File: config.mk
export PLATFORM = sky130hd
export DESIGN_NAME = light_bar_seq
export DESIGN_NICKNAME = d
export VERILOG_FILES = /design/src/rtl/light_bar_seq.sv
export SDC_FILE = /design/constraint.sdc
export NUM_CORES = 1
export LEC_CHECK = 0
export ABC_AREA = 0
export BUFFER_PORTS_ARGS = -buffer_cell sky130_fd_sc_hd__buf_2
export CORE_AREA = 2 2 39 41
export CTS_BUF_LIST = sky130_fd_sc_hd__clkbuf_8
export CTS_CLUSTER_SIZE = 25
export DETAILED_ROUTE_END_ITERATION = 10
export DIE_AREA = 0 0 41 43
export GPL_TIMING_DRIVEN = 0
export MAX_ROUTING_LAYER = met4
export PLACE_DENSITY = 0.47
export SLEW_MARGIN = 10
export SYNTH_ARGS = -nofsm -noshare
export SYNTH_HDL_FRONTEND = slang
export SYNTH_SLANG_ARGS = --single-unit
File: constraint.sdc
create_clock -name clk -period 2.5 [get_ports clk]
set_clock_uncertainty 0.05 [all_clocks]
set_input_delay 0 -clock clk [delete_from_list [all_inputs] [get_ports clk]]
set_output_delay 0 -clock clk [all_outputs]
set_load 0.02 [all_outputs]
File: src/rtl/light_bar_seq.sv
// Thermometer light-bar sequencer: WIDTH lamps fill/drain one lamp per DIV-cycle step.
// Optional ping-pong mode is compiled in when LIGHT_BAR_BOUNCE_EN is defined.
module light_bar_seq #(
  parameter int WIDTH = 3,
  parameter int DIV   = 1,
  parameter int LW    = $clog2(WIDTH + 1)
) (
  input  logic             clk,
  input  logic             reset,
  input  logic             t,
  input  logic             dir,
  input  logic             hold,
  input  logic             bounce,
  output logic [WIDTH-1:0] q,
  output logic [LW-1:0]    level,
  output logic             full,
  output logic             empty,
  output logic             wrap
);

  localparam int PW = (DIV > 1) ? $clog2(DIV) : 1;
  localparam logic [LW-1:0] LMAX  = LW'(WIDTH);
  localparam logic [LW-1:0] LMAX1 = LW'(WIDTH - 1);
  localparam logic [PW-1:0] PCMAX = PW'(DIV - 1);

  logic [LW-1:0] lvl_q, lvl_d;
  logic [PW-1:0] pc_q, pc_d;
  logic          dir_q, dir_d;
  logic          wrap_q, wrap_d;
  logic          step;

`ifndef LIGHT_BAR_BOUNCE_EN
  // Without bounce the registered direction is never consulted.
  logic unused_in;
  assign unused_in = bounce ^ dir_q;
`endif

  always_comb begin
    lvl_d  = lvl_q;
    pc_d   = pc_q;
    dir_d  = dir_q;
    wrap_d = 1'b0;
    step   = 1'b0;
    if (!hold) begin
`ifdef LIGHT_BAR_BOUNCE_EN
      if (!bounce) dir_d = dir;
`else
      dir_d = dir;
`endif
      if (t) begin
        if (pc_q == PCMAX) begin
          pc_d = '0;
          step = 1'b1;
        end else begin
          pc_d = pc_q + 1'b1;
        end
      end
    end

    if (step) begin
`ifdef LIGHT_BAR_BOUNCE_EN
      if (bounce) begin
        // Ping-pong: reversals reflect off the ends instead of wrapping.
        if (!dir_q) begin
          if (lvl_q == LMAX) begin
            lvl_d  = LMAX1;
            dir_d  = 1'b1;
            wrap_d = 1'b1;
          end else begin
            lvl_d = lvl_q + 1'b1;
          end
        end else begin
          if (lvl_q == '0) begin
            lvl_d  = LW'(1);
            dir_d  = 1'b0;
            wrap_d = 1'b1;
          end else begin
            lvl_d = lvl_q - 1'b1;
          end
        end
      end else
`endif
      begin
        if (!dir) begin
          if (lvl_q == LMAX) begin
            lvl_d  = '0;
            wrap_d = 1'b1;
          end else begin
            lvl_d = lvl_q + 1'b1;
          end
        end else begin
          if (lvl_q == '0) begin
            lvl_d  = LMAX;
            wrap_d = 1'b1;
          end else begin
            lvl_d = lvl_q - 1'b1;
          end
        end
      end
    end
  end

  always_ff @(posedge clk) begin
    if (reset) begin
      lvl_q  <= '0;
      pc_q   <= '0;
      dir_q  <= 1'b0;
      wrap_q <= 1'b0;
    end else begin
      lvl_q  <= lvl_d;
      pc_q   <= pc_d;
      dir_q  <= dir_d;
      wrap_q <= wrap_d;
    end
  end

  for (genvar i = 0; i < WIDTH; i++) begin : g_lamp
    assign q[i] = (32'(lvl_q) > 32'(i));
  end

  assign level = lvl_q;
  assign full  = (lvl_q == LMAX);
  assign empty = (lvl_q == '0);
  assign wrap  = wrap_q;

endmodule

; After elaboration in Yosys (flattened, before gate mapping)
; Cells that the tools add are included.
[totals]
regBits = 4
inputBits = 6
output_inout_bits = 8
word_cells = 25
[op_classes]
add_sub_neg = 3
order_cmp = 3
eq_ne = 1
n_mux = 10
n_bitwise = 2
n_reduce_logical = 3
[ops]
columns = cell, count
row1 = $mux W1, 7
row2 = $mux W2, 3
row3 = $gt A2 B1 Y1 const B, 2
row4 = $add A2 B1 Y2 const B, 1
row5 = $eq A2 B2 Y1 const B, 1
row6 = $gt A2 B2 Y1 const B, 1
row7 = $logic_not A2 Y1, 1
row8 = $not A1 Y1, 2
row9 = $reduce_and A2 Y1, 1
row10 = $reduce_or A2 Y1, 1
row11 = $sub A2 B1 Y2 const B, 1
row12 = $add A1 B1 Y1 const B, 1

; Logic depth before layout (Yosys ltp)
; Gate-level depths: netlist of the first run.
[depth]
ltp_word = 5
mapped_depth = 5
depth_no_buf = 5

; Worst setup path before layout of the first run
; OpenSTA, ideal clock, no wires.
[synth_path]
path_type = register to register
startpoint = register lvl_q[0] (netlist: level[0])
endpoint = register lvl_q[0] (netlist: level[0])
setup_ps = 70
arrival_time_ps = 1278
t_required_ps = 2380
setup_slack_ps = 1102
stages_incl_launch_ff = 5
n_path_buf = 0
synth_period_minus_slack_ps = 1398
path_cell_list = dfxtp_1 ha_1 nor2b_1 or3_1 a21oi_1
[synth_via]
elab_chain_cells = 3
elab_cells_between_ends = 7
classes_between = 2 x add/sub / 1 x eq/ne / 3 x mux / 1 x reduce/logical
[synth_lines]
columns = element, line
row1 = from (decl), 26  ; logic [LW-1:0] lvl_q, lvl_d;
row2 = from (signal assigned), 110  ; lvl_q <= lvl_d;
row3 = $eq A2 B2 Y1, --
row4 = via full, 16  ; output logic full,
row5 = $mux W2, 85  ; if (lvl_q == LMAX) begin
row6 = $mux W2, 84  ; if (!dir) begin
; The timed path passes the listed nets, and every way through them passes these cells.
; A chain may end at the register's enable or synchronous reset.

; Worst setup path in the final report of the first run
[layout_path]
startpoint = register lvl_q[0] (netlist: level[0])
endpoint = register lvl_q[1] (netlist: level[1])
[layout_via]
elab_chain_cells = 3
elab_cells_between_ends = 7
classes_between = 2 x add/sub / 1 x eq/ne / 3 x mux / 1 x reduce/logical
[layout_lines]
columns = element, line
row1 = $add A2 B1 Y2 (tied with other cells), 89  ; lvl_d = lvl_q + 1'b1;
row2 = "$mux W2, on equally long branches", "85, 92"
row3 = $mux W2 (*), 84
; Mark *: on every way between the ends. The rest lies on a longest branch, timed or not.

==> results.tsv, run 1 <==
stage	metric	value	unit
run_status	outcome	finished, final reports clean	
power_and_ir_drop	combinational power share	0.182	
clocking	root buf cell	clkbuf_8	
clocking	CTS sink cnt	3	
yosys	Synth Cell Area	183.9	um^2
critical_path	Worst path max stage delay	0.41	ns
critical_path	arrival time worst endpoint	1.37	ns
clocking	CTS tree	built	
finish	Syn-to-layout area delta	73.47	%
critical_path	origin of the worst setup path	level[0]	
yosys	Yosys Warn Count	0	
min_path	Hold WC Path Type	in2reg	
placement	Detail Placement HPWL	336.2	um
floorplanning	initial core utilization	0.1329	
critical_path	Required @ worst endpoint	2.57	ns
floorplanning	Core Box Area	1384	um^2
floorplanning	Die Width	41	um
min_path	start point of the worst hold path	dir	
critical_path	crit path capture type	flop	
finish	Final nets	49	
yosys	syn nets	31	
sta	fin crit period	1.297	ns
sta	count of final setup violators	0	
sta	FMAX	0.7711	GHz
clocking	CTS Buffer Depth	2	
drt	drt total wl	431	um
sta	Worst Tran Pin Value	0.1934	ns
grt	number of global-route vias before repair	177	
power_and_ir_drop	Clk pwr share	0.586	
run	Max-cap violations	0	
grt	grt ovf	0	
finish	register area	60.06	um^2
clocking	clock slew at reported path FFs	0.03	ns
critical_path	category of the most critical setup path	reg2reg	
finish	Fillers	167	
power_and_ir_drop	Flop pwr share	0.232	
finish	ANT cells	0	
power_and_ir_drop	Net Sw Frac	0.2532	
critical_path	delay-heaviest family, CP	flip-flops	
yosys	Cell variety after synth	14	
yosys	Post-Syn Instances	22	
finish	design area	319.1	um^2
placement	# port buffers	12	
critical_path	crit-path cells	inv_1 -> ha_1 -> xor2_1 -> nor2_1 -> a211oi_1	
sta	RSZ-0062 raised after global routing	no	
finish	area of the multi-input gates	105.1	um^2
grt	largest net degree at the start of global routing	7	
critical_path	Worst Setup Start Kind	flop	
power_and_ir_drop	Pint	172.7	uW
critical_path	slowest CP cell	dfxtp_1	
sta	fin crit share	0.5187	
grt	total global-route track usage	0.05961	
clocking	Skew-Pair Late Insertion Delay	0.21	ns
sta	Slew Limit Headroom	0.8709	
sta	fin. max-slew vios	0	
power_and_ir_drop	pwr dens	724.6	nW/um^2
finish	layout cells sized above 1	0.4103	
power_and_ir_drop	Lkg Pwr	0.0001752	uW
floorplanning	IO Pins	14	
power_and_ir_drop	Worst VDD drop	0.0001276	V
critical_path	Worst R2R Start	level[0]	
drt	TritonRoute pass-1 iters	1	
drt	WL/cell	7.836	um
power_and_ir_drop	switching pwr	58.52	uW
clocking	Max H-tree Level	1	
yosys	#FFs+latches synth	3	
floorplanning	DIE HEIGHT	43	um
clocking	Post-CTS Setup Bufs	0	
grt	initial antenna violation count	0	
placement	gpl congestion	0.7171	
drt	Vias/cell	3.509	
clocking	CTS Buf Count	3	
yosys	Post-Syn Area per Cell	8.360	um^2
sta	setup TNS	0	ns
floorplanning	Core Rows	14	
yosys	Seq/Total Area, Yosys	0.3265	
sta	Hold Vio Cnt, Final	0	
drt	Vias	193	
drt	drt drc	0	
drt	post-route ant nets	0	
grt	first-pass GRT wire length	607	um
clocking	post-CTS sizing	0	
critical_path	Worst Path Buf+Inv	1	
drt	initial drt markers	0	
placement	Area after DPL	264.0	um^2
critical_path	Crit Path Max Fanout	6	
floorplanning	total die area	1763	um^2
clocking	cts-stage hold buffer count	1	
==> worst register-to-register path: cells and delay by family (launching register included) <==
| family | cells | cell delay (ns) |
|---|---|---|
| buffers and inverters | 1 | 0.07 |
| flip-flops | 1 | 0.41 |
| AND/OR/NAND/NOR | 1 | 0.05 |
| adder cells (fa/ha/maj) | 1 | 0.30 |
| XOR/XNOR | 1 | 0.14 |
| AO/OA/AOI/OAI | 1 | 0.20 |
==> power groups by stage <==
stage                     registers (uW)  logic [uW]  clock network [uW]
after floorplan                     57.6        24.2                   0
after global placement              54.5        41.1                   0
after detailed placement            54.5        41.7                   0
after CTS                           54.0        42.9                 139
after global routing                54.4        46.8                 144
final                               53.7        42.0                 135
==> cell usage in the layout (no fill, tap or decap) <==
| cell type | n |
|---|---|
| ha_1 | 3 |
| dfxtp_1 | 3 |
| nor2b_1 | 1 |
| a21oi_1 | 1 |
| buf_4 | 1 |
| clkbuf_8 | 3 |
| nor3_1 | 1 |
| nand2b_1 | 1 |
| a211oi_1 | 1 |
| nor2_1 | 3 |
| buf_2 | 12 |
| xor2_1 | 1 |
| o21ai_0 | 1 |
| dlygate4sd3_1 | 1 |
| inv_1 | 4 |
| or3_1 | 1 |
| and2_1 | 1 |
==> through the flow <==
step	setup WS [ns]	cells	power [uW]	hold slack (ns)	utilization
final	1.203	55	231.2	0.08126	0.2306
after global routing	1.078	55	245.0	0.1045	0.2306
after CTS	1.167	55	235.7	0.08513	0.2306
after detailed placement	1.179	50	96.19	0.1483	0.1908
after global placement	1.185	50	95.59	0.1473	0.1908
after floorplan	1.102	22	81.75	0.01907	-
==> per-layer routing <==
layer  up-vias  part of all wire  GRT usage
met5         -                 0          -
met1        82              0.42    0.05128
met3         0             0.090    0.01571
li1        102                 -          -
met4         0                 0     0.1000
met2         9              0.49    0.07500
==> cell usage after synthesis <==
| library cell | number | area share |
|---|---|---|
| ha_1 | 3 | 0.20 |
| nor2b_1 | 1 | 0.034 |
| nor2_1 | 3 | 0.061 |
| dfxtp_1 | 3 | 0.33 |
| buf_4 | 1 | 0.041 |
| or3_1 | 1 | 0.034 |
| and2_1 | 1 | 0.034 |
| a211oi_1 | 1 | 0.041 |
| xor2_1 | 1 | 0.048 |
| o21ai_0 | 1 | 0.027 |
| nand2b_1 | 1 | 0.034 |
| nor3_1 | 1 | 0.027 |
| a21oi_1 | 1 | 0.027 |
| inv_1 | 3 | 0.061 |
==> state kept, by name, summed over array words and instances, names as in the netlist <==
name	count
level	2
wrap	1
==> final timing paths <==
path              endpoint  slack (ns)  cells past startpoint
setup / recovery  level[1]        1.20                      5
hold reg to reg   level[0]        0.50                      2
hold / removal        wrap        0.08                      4
setup reg to reg  level[1]        1.20                      5
==> cell families (layout without fill, tap and decap cells) <==
| family | after synthesis | after routing | share of synthesized area |
|---|---|---|---|
| AND/OR/NAND/NOR | 8 | 8 | 0.2245 |
| buffers and inverters | 4 | 21 | 0.1021 |
| adder cells (fa/ha/maj) | 3 | 3 | 0.2041 |
| AO/OA/AOI/OAI | 3 | 3 | 0.09520 |
| flip-flops | 3 | 3 | 0.3265 |
| XOR/XNOR | 1 | 1 | 0.04763 |
==> final cells by class <==
class                      count  area share
buffer                         1     0.02353
clock buffer                   3      0.1294
clock inverter                 1     0.01176
inverter                       3     0.03529
multi-input combinational     15      0.3294
sequential                     3      0.1882
tap                           16     0.06275
timing repair buffer          13      0.2196
Note: power is estimated with default switching activity, not from simulation.
==> run 2: changes to the inputs <==
--- a/config.mk
+++ b/config.mk
@@ -14,7 +14,7 @@
 export DIE_AREA = 0 0 41 43
 export GPL_TIMING_DRIVEN = 0
 export MAX_ROUTING_LAYER = met4
-export PLACE_DENSITY = 0.47
+export PLACE_DENSITY = 0.48
 export SLEW_MARGIN = 10
 export SYNTH_ARGS = -nofsm -noshare
 export SYNTH_HDL_FRONTEND = slang
==> constraint.sdc (replaced) <==
create_clock -name clk -period 1.1 [get_ports clk]
set_clock_uncertainty 0.05 [all_clocks]
set_input_delay 0 -clock clk [delete_from_list [all_inputs] [get_ports clk]]
set_output_delay 0 -clock clk [all_outputs]
set_load 0.02 [all_outputs]
==> results.tsv, run 2 (same netlist as run 1, synthesis figures left out) <==
stage	metric	value	unit	change
clocking	CTS sink cnt	3		unchanged
sta	setup TNS	-0.1094	ns	-0.1094 ns
critical_path	crit path capture type	flop		
clocking	root buf cell	clkbuf_8		
sta	RSZ-0062 raised after global routing	yes		
drt	wire length on met2	195	um	-8.0%
drt	metal3 WL	28	um	-28%
drt	Vias	195		+1.0%
sta	final setup margin	-0.08219	ns	-1.285 ns
critical_path	Required @ worst endpoint	1.19	ns	-1.38 ns
critical_path	category of the most critical setup path	reg2reg		
drt	initial drt markers	0		unchanged
finish	commonest non-fill, non-tap cells in the layout	buf_2 (11), nor2_1 (3), clkbuf_8 (3)		
power_and_ir_drop	switching pwr	133.3	uW	+130%
floorplanning	Core Rows	14		unchanged
critical_path	arrival time worst endpoint	1.27	ns	-0.10 ns
critical_path	reg2reg path depth	4		-1
sta	Slew Limit Headroom	0.8951		+0.02421
power_and_ir_drop	Clk pwr share	0.566		-0.020
finish	area of the multi-input gates	130.1	um^2	+24%
grt	total global-route track usage	0.05133		-0.008275
clocking	CTS Buf Count	3		unchanged
run_status	failing checks	setup timing		
floorplanning	DIE HEIGHT	43	um	unchanged
drt	Vias/cell	3.545		+1.0%
finish	Syn-to-layout area delta	93.88	%	
placement	gpl congestion	0.5551		-23%
floorplanning	IO Pins	14		unchanged
drt	DR top layer	met3		
min_path	Hold Path Depth	4		unchanged
finish	layout cells sized above 1	0.5641		+0.1538
clocking	Skew-Pair Late Insertion Delay	0.21	ns	about the same
min_path	Hold WC Path Type	in2reg		
placement	pre-CTS setup slack	-0.08723	ns	-1.266 ns
finish	design area	356.6	um^2	+12%
grt	first-pass GRT wire length	593	um	-2.3%
sta	Worst Tran Pin Value	0.1564	ns	-0.03700 ns
critical_path	Crit Path Max Fanout	6		unchanged
placement	Area after DPL	299.0	um^2	+13%
clocking	Max H-tree Level	1		unchanged
clocking	CTS Buffer Depth	2		unchanged
grt	number of global-route vias before repair	173		-2.3%
power_and_ir_drop	total power draw	533.1	uW	+130%
power_and_ir_drop	Net Sw Frac	0.2501		-0.003079
drt	post-route ant nets	0		unchanged
floorplanning	Core Box Area	1384	um^2	unchanged
power_and_ir_drop	Pint	399.8	uW	+130%
sta	fin. max-slew vios	0		unchanged
power_and_ir_drop	Lkg Pwr	0.0001765	uW	+0.77%
grt	grt ovf	0		unchanged
critical_path	Worst Setup Start Kind	flop		
sta	fin crit period	1.182	ns	-0.1146 ns
power_and_ir_drop	Worst VDD drop	0.0005948	V	+370%
drt	TritonRoute pass-1 iters	1		unchanged
run_status	outcome	complete, but fails checks		
drt	WL/cell	6.800	um	-13%
power_and_ir_drop	combinational power share	0.199		+0.017
finish	Final nets	49		unchanged
drt	drt drc	0		unchanged
floorplanning	Die Width	41	um	unchanged
grt	largest net degree at the start of global routing	7		unchanged
floorplanning	initial core utilization	0.1329		unchanged
run	Max-cap violations	0		unchanged
finish	Fillers	163		-2.4%
floorplanning	total die area	1763	um^2	unchanged
clocking	clock slew at reported path FFs	0.03	ns	about the same
grt	initial antenna violation count	0		unchanged
power_and_ir_drop	Flop pwr share	0.235		+0.003
finish	final design utilization	0.2577		+0.02712
drt	drt total wl	374	um	-13%
finish	ANT cells	0		unchanged
placement	# port buffers	12		unchanged
sta	count of final setup violators	2		+2
sta	fin crit share	1.075		+0.5560
power_and_ir_drop	pwr dens	1495	nW/um^2	+110%
placement	Detail Placement HPWL	322.3	um	-4.1%
drt	met1 WL	150	um	-16%
finish	commonest non-fill, non-tap cell in the layout	buf_2		
clocking	CTS tree	built		
finish	max reg flops	2		unchanged
sta	FMAX	0.8459	GHz	+9.7%
sta	Hold Vio Cnt, Final	0		unchanged
finish	register area	67.56	um^2	+13%
## run 2: cell counts in the layout (fill, tap and decap cells not counted)
Identical to the previous run, type by type.
## run 2: final cells by class
| cell class | count | share of cell area |
|---|---|---|
| buffer | 1 | 0.02105 |
| clock buffer | 3 | 0.1158 |
| clock inverter | 1 | 0.01053 |
| inverter | 3 | 0.03860 |
| multi-input combinational | 15 | 0.3649 |
| sequential | 3 | 0.1895 |
| tap | 16 | 0.05614 |
| timing repair buffer | 13 | 0.2035 |
## run 2: metal layers
layer  track usage  up-vias
met5             -        -
met4       0.04000        0
met3       0.01571        0
met2       0.07500        7
met1       0.05431       83
li1              -      105
## run 2: what timing repair did
item                       4_1_cts  5_1_grt
setup endpoints to repair        2        3
gates resized for setup          0        1
hold buffers                     1        0
buffers inserted                 0        0
hold endpoints to repair         3        0
## run 2: power by group through the flow
stage               clock, uW  sequential (uW)  combinational, uW
finish                    302              125                106
global placement            0              127                103
global route              321              126                119
CTS                       311              126                107
detailed placement          0              127                104
floorplan                   0              135               66.5
## run 2: final timing paths
path              slack (ns)  endpoint  startpoint
hold / removal          0.06  level[1]         dir
setup reg to reg       -0.08  level[0]    level[0]
setup / recovery       -0.08  level[0]    level[0]
hold reg to reg         0.47  level[1]    level[1]
## run 2: per-stage QoR
step	hold WS, ns	cells
after global routing	0.1074	55
after floorplan	0.009357	22
final	0.06463	55
after global placement	0.1374	50
after detailed placement	0.1403	50
after CTS	0.06852	55
## run 2: critical path, cell delays in order (launching register included)
cell and delay (ns):
dfxtp_4 0.36, ha_4 0.16, nor2b_1 0.13, or3_1 0.30, a21oi_1 0.11
